<file path="src/rtl/conv_pkg.sv">
// Shared types and default widths for the convolution result RAM.
//   ram_wr_state_t        : write-side controller states
//   RESULT_DATA_WIDTH     : default result sample width
//   RESULT_ADDRESS_WIDTH  : default result RAM address width
package conv_pkg;

  typedef enum logic [1:0] {IDLE, CLEAR, WRITE, DONE} ram_wr_state_t;

  localparam int RESULT_DATA_WIDTH    = 16;
  localparam int RESULT_ADDRESS_WIDTH = 5;

endpackage

</file>
<file path="src/rtl/ram_sync_sp.sv">
// Single-clock RAM: one write port and one registered read port.
// The read timing matches the coefficient/sample ROMs: 1-cycle latency.
// A read and a write to the same address in one cycle return the old word.
// Ports:
//   clk     rising-edge clock
//   rst_n   synchronous active-low reset (zeroes rd_data only, not the array)
//   we      write enable
//   waddr   write address
//   wdata   write data
//   raddr   read address
//   rd_data registered read data
module ram_sync_sp
  import conv_pkg::*;
#(
  parameter int DATA_WIDTH    = RESULT_DATA_WIDTH,
  parameter int ADDRESS_WIDTH = RESULT_ADDRESS_WIDTH
) (
  input  logic                     clk,
  input  logic                     rst_n,
  input  logic                     we,
  input  logic [ADDRESS_WIDTH-1:0] waddr,
  input  logic [DATA_WIDTH-1:0]    wdata,
  input  logic [ADDRESS_WIDTH-1:0] raddr,
  output logic [DATA_WIDTH-1:0]    rd_data
);

  localparam int DEPTH = 2 ** ADDRESS_WIDTH;

  logic [DATA_WIDTH-1:0] mem [0:DEPTH-1];

  always_ff @(posedge clk) begin
    if (we) begin
      mem[waddr] <= wdata;
    end
  end

  // Non-blocking update of mem means a same-address read sees the old word.
  always_ff @(posedge clk) begin
    if (!rst_n) begin
      rd_data <= '0;
    end else begin
      rd_data <= mem[raddr];
    end
  end

endmodule

</file>
<file path="src/rtl/conv_result_ram.sv">
// Captures one frame of LENGTH convolution results into a synchronous RAM
// at addresses 0..LENGTH-1, then holds them for readout through a
// registered 1-cycle read port.
// Optional feature: define CONV_RESULT_RAM_CLEAR_EN to zero the whole RAM
// (one word per cycle) after each accepted start, before writing begins.
// Ports:
//   clk, rst_n        clock, synchronous active-low reset
//   start             pulse that begins a frame (ignored while busy)
//   din, din_valid    result stream input
//   din_ready         high while the block accepts samples
//   busy              frame in progress (clearing or writing)
//   done              frame complete, held until the next accepted start
//   wr_count          samples written in the current or last frame
//   rd_address        readout address
//   rd_data           registered read data, 1-cycle latency
// Handshake: a sample is taken on a rising edge where din_valid && din_ready;
// din_ready depends only on controller state, never on din_valid.
module conv_result_ram
  import conv_pkg::*;
#(
  parameter int DATA_WIDTH    = RESULT_DATA_WIDTH,
  parameter int ADDRESS_WIDTH = RESULT_ADDRESS_WIDTH,
  parameter int LENGTH        = 20
) (
  input  logic                     clk,
  input  logic                     rst_n,
  input  logic                     start,
  input  logic [DATA_WIDTH-1:0]    din,
  input  logic                     din_valid,
  output logic                     din_ready,
  output logic                     busy,
  output logic                     done,
  output logic [ADDRESS_WIDTH:0]   wr_count,
  input  logic [ADDRESS_WIDTH-1:0] rd_address,
  output logic [DATA_WIDTH-1:0]    rd_data
);

  localparam int DEPTH = 2 ** ADDRESS_WIDTH;
  localparam logic [ADDRESS_WIDTH:0] LAST_COUNT = (ADDRESS_WIDTH + 1)'(LENGTH);

  if (LENGTH < 1 || LENGTH > DEPTH) begin : g_bad_length
    $error("conv_result_ram: LENGTH must be in 1..2**ADDRESS_WIDTH");
  end

  ram_wr_state_t state;
  ram_wr_state_t next_state;

  logic                     handshake;
  logic                     last_sample;
  logic                     start_ok;
  logic                     we;
  logic [ADDRESS_WIDTH-1:0] waddr;
  logic [DATA_WIDTH-1:0]    wdata;

  assign handshake   = (state == WRITE) && din_valid;
  assign last_sample = handshake && ((wr_count + 1'b1) == LAST_COUNT);
  assign start_ok    = start && ((state == IDLE) || (state == DONE));

  assign din_ready = (state == WRITE);
  assign busy      = (state == WRITE) || (state == CLEAR);
  assign done      = (state == DONE);

`ifdef CONV_RESULT_RAM_CLEAR_EN
  logic [ADDRESS_WIDTH-1:0] clr_count;
  logic                     clr_last;

  assign clr_last = &clr_count;

  always_ff @(posedge clk) begin
    if (!rst_n || state != CLEAR) begin
      clr_count <= '0;
    end else begin
      clr_count <= clr_count + 1'b1;
    end
  end
`endif

  always_comb begin
    next_state = state;
    case (state)
      IDLE, DONE: begin
        if (start) begin
`ifdef CONV_RESULT_RAM_CLEAR_EN
          next_state = CLEAR;
`else
          next_state = WRITE;
`endif
        end
      end
      CLEAR: begin
`ifdef CONV_RESULT_RAM_CLEAR_EN
        if (clr_last) begin
          next_state = WRITE;
        end
`else
        next_state = IDLE;
`endif
      end
      WRITE: begin
        if (last_sample) begin
          next_state = DONE;
        end
      end
      default: next_state = IDLE;
    endcase
  end

  always_ff @(posedge clk) begin
    if (!rst_n) begin
      state    <= IDLE;
      wr_count <= '0;
    end else begin
      state <= next_state;
      if (start_ok) begin
        wr_count <= '0;
      end else if (handshake) begin
        wr_count <= wr_count + 1'b1;
      end
    end
  end

  // Write port mux: clear sweep has priority; reset blocks any write.
  always_comb begin
    we    = rst_n && handshake;
    waddr = wr_count[ADDRESS_WIDTH-1:0];
    wdata = din;
`ifdef CONV_RESULT_RAM_CLEAR_EN
    if (state == CLEAR) begin
      we    = rst_n;
      waddr = clr_count;
      wdata = '0;
    end
`endif
  end

  ram_sync_sp #(
    .DATA_WIDTH   (DATA_WIDTH),
    .ADDRESS_WIDTH(ADDRESS_WIDTH)
  ) u_ram (
    .clk    (clk),
    .rst_n  (rst_n),
    .we     (we),
    .waddr  (waddr),
    .wdata  (wdata),
    .raddr  (rd_address),
    .rd_data(rd_data)
  );

endmodule

</file>
<file path="config.mk">
export PLATFORM = sky130hd
export DESIGN_NAME = conv_result_ram
export DESIGN_NICKNAME = d
export VERILOG_FILES = /design/src/rtl/conv_pkg.sv /design/src/rtl/ram_sync_sp.sv /design/src/rtl/conv_result_ram.sv
export SDC_FILE = /design/constraint.sdc
export NUM_CORES = 1
export LEC_CHECK = 0
export BUFFER_PORTS_ARGS = -buffer_cell sky130_fd_sc_hd__buf_2
export CORE_MARGIN = 3
export CORE_UTILIZATION = 55
export DETAILED_ROUTE_END_ITERATION = 12
export PLACE_DENSITY = 0.72
export RECOVER_POWER = 100
export SLEW_MARGIN = 10
export SYNTH_ARGS = -nofsm -noshare
export SYNTH_HDL_FRONTEND = slang
export SYNTH_SLANG_ARGS = --single-unit
</file>
<file path="constraint.sdc">
create_clock -name clk -period 2.65 [get_ports clk]
set_clock_uncertainty 0.15 [all_clocks]
set_input_delay 0.265 -clock clk [delete_from_list [all_inputs] [get_ports clk]]
set_output_delay 0.265 -clock clk [all_outputs]
set_load 0.02 [all_outputs]
</file>
==> results.md <==
* Vias at 10,200
* Endpoints failing setup at 0
* R2R setup slack at 0.22 ns
* Max-slew violations at between 200 and 300
* Synth cell count leaders: 512 x edfxtp_1, 83 x mux4_2, 41 x nor2_1
* Synthesized flop and latch total at around 540
* Clock Latency Late Sink at approximately 0.58 ns
* CP Launch Type: flop
* Layout cells sized above 1 at 23.1%
* Die height at roughly 200 um
* Distinct cells, synth at 39
* Crit Path Class: reg -> reg
* Core Box Area at roughly 37,000 sq um
* Count leader, synth: edfxtp_1
* Crit path max fanout at 16
* Post-synthesis async set-or-reset flop share at 0%
* Area grow syn2layout at 13.2%
* Reg2Reg Launch Point: state[1]
* Final period util at 91.7%
* Initial Util at 56.1%
* ANT nets after route at 0
* Final design utilization at 63.5%
* Pin count of the biggest net entering global routing at 45
* R2R cell count at 5
* Num rows at 70
* IO Count at 50
* Yosys synthesis warning count at 0
* Yosys top cell area share at 74.3%
* Post-synthesis sequential area ratio at 76.6%
* Residual DRC at 0
* Setup TNS at 0 ns
* Via density at 6.29
* Worst slew margin at -19.3%
* Largest cells by area after synthesis: edfxtp_1 74%, mux4_2 9.0%, mux4_1 3.7%, dfxtp_1 2.3%, mux2_2 1.7%
* Critical path origin: state[1]
* First DRT Iteration DRCs at 1,103
* CP endpoint kind: flop
* H-tree Lvls at 2
* Mapped cell area at 20,700 sq um
* WP data required at 2.69 ns
* Reg-to-reg endpoint: u_ram.mem[17][11]
* WL final at between 40 and 50 mm
* Initial antenna violation count at 0
* Most used DFF post-synth: edfxtp_1
* Final min period at 2.43 ns
* Gate Count Post-Synth at 956
* DIE AREA at ~40,000 sq um
* Area leader, netlist: edfxtp_1
* Leakage at 0.00753 uW
* TritonCTS clock tree: yes
* Drt wl/cell at 28.3 um
* Post-synth net total at between 900 and 1,000
* MaxCap Viol Count at 8
* Total Nets Final at 1,110
* Post-cts resize count at 0
* Status: finished, violations left
* Worst-Margin Slew at 1.79 ns
* CTS Buf Count at slightly above 50
* Port buffer count at 49
* Ant. Diodes at 0
* Global-route usage over all layers at 23.3%
* CTS Buffer Depth at 3
* VDD IR max at 453 uV
* Max Freq at roughly 410 MHz
* Routability cong. at about 0.82
* Die width at around 200 um
* Final Hold Fails at 0
* EDFF count, synth at 512
* CTS Root Cell: clkbuf_16
* First-pass GRT wire length at 66.8 mm
* Post-DP HPWL at 27.4 mm
* Mean Syn Cell Area at between 20 and 25 sq um
* RSZ-0062 raised after global routing: no
* Total grt overflow at 0
* Critical path arrival at 2.47 ns
* Vias in the first global route at 10,100
* Power density over the cells at 746 nW/um^2
* TritonRoute pass-1 iters at 5
* Failing checks: max-capacitance violations, max-slew violations
* Setup crit end: u_ram.mem[17][11]
* Clock sinks at 536
* Clk slew on worst S/H paths at 0.06 ns
* Worst hold path type: in -> reg
## timing repair
item / CTS / global route
hold buffers: 4 / 0
buffers inserted: 0 / 0
hold endpoints to repair: 14 / 0
## area by class of cell
type,instances,area [sq um]
clock inverter,8,105
tap,504,631
sequential,536,15900
inverter,6,22.5
timing repair buffer,119,785
multi-input combinational,362,4490
clock buffer,85,1550
fill,2431,13400
## placed cells by master (no fill, tap or decap), types with 14 or more instances in the layout
cell	n
buf_4	39
nor2_1	41
o221ai_1	14
edfxtp_1	512
mux4_2	83
nand2_1	26
mux2i_1	34
dfxtp_1	24
mux2_2	30
clkbuf_1	67
clkbuf_16	52
mux4_1	29
a22oi_1	16
a31oi_1	16
clkbuf_2	14
## report_power, final
group | switching, uW | internal [uW] | leakage [uW]
Combinational | 620 | 365 | 0.00193
Clock | 2940 | 4150 | 0.000799
Sequential | 49.3 | 9350 | 0.00480
Total | 3610 | 13900 | 0.00753
## state kept, by name, indices dropped and copies added (netlist names)
register,flops
u_ram.mem,512
u_ram.rd_data,16
wr_count,6
state,2
## critical path, cell delays in order (launching register included)
cell and delay, ns:
dfxtp_1 0.40, ha_1 0.27, and3_1 0.25, nand2_1 0.29
nor2_1 0.18, clkbuf_2 0.51
## routing by layer
metal  track usage [%]  wire, um  vias up
met5                 0         0        -
met4              5.66       826        0
met3              4.20      4230       66
met2              36.9     22200      510
met1              34.5     18600     5347
li1                  -         -     4262
## how the worst min path moves through the flow
stage	from	end	slack, ns	cells past startpoint
after detailed placement	state[0]	state[0]	0.37	2
after global placement	state[0]	state[0]	0.34	2
final	rd_address[3]	u_ram.rd_data[10]	0.06	4
after CTS	rd_address[3]	u_ram.rd_data[10]	0.02	4
after global routing	rd_address[3]	u_ram.rd_data[12]	0.06	3
after floorplan	din[0]	u_ram.mem[0][0]	0.21	0
## cell families after synthesis
| kind of cell | synth area share, % |
|---|---|
| DFF | 76.6 |
| buffers and inverters | 1.72 |
| and+or+nand+nor | 1.93 |
| xor gates and xnor gates | 0.254 |
| adders and majority gates | 0.544 |
| muxes | 16.1 |
| AOI/OAI and AO/OA | 2.86 |
## through the flow
| step | power [uW] | setup slack [ns] | hold slack, ns | instances | cell area, sq um |
|---|---|---|---|---|---|
| CTS | 17600 | 0.363 | 0.0217 | 1620 | 23500 |
| global placement | 10600 | 0.0273 | 0.339 | 1523 | 21900 |
| global route | 18000 | 0.145 | 0.0573 | 1620 | 23400 |
| floorplan | 10200 | 0.133 | 0.214 | 956 | 20700 |
| finish | 17500 | 0.219 | 0.0580 | 1620 | 23400 |
| detailed placement | 10600 | 0.0102 | 0.365 | 1523 | 21900 |
No activity file was read; power rests on OpenSTA's default activity.
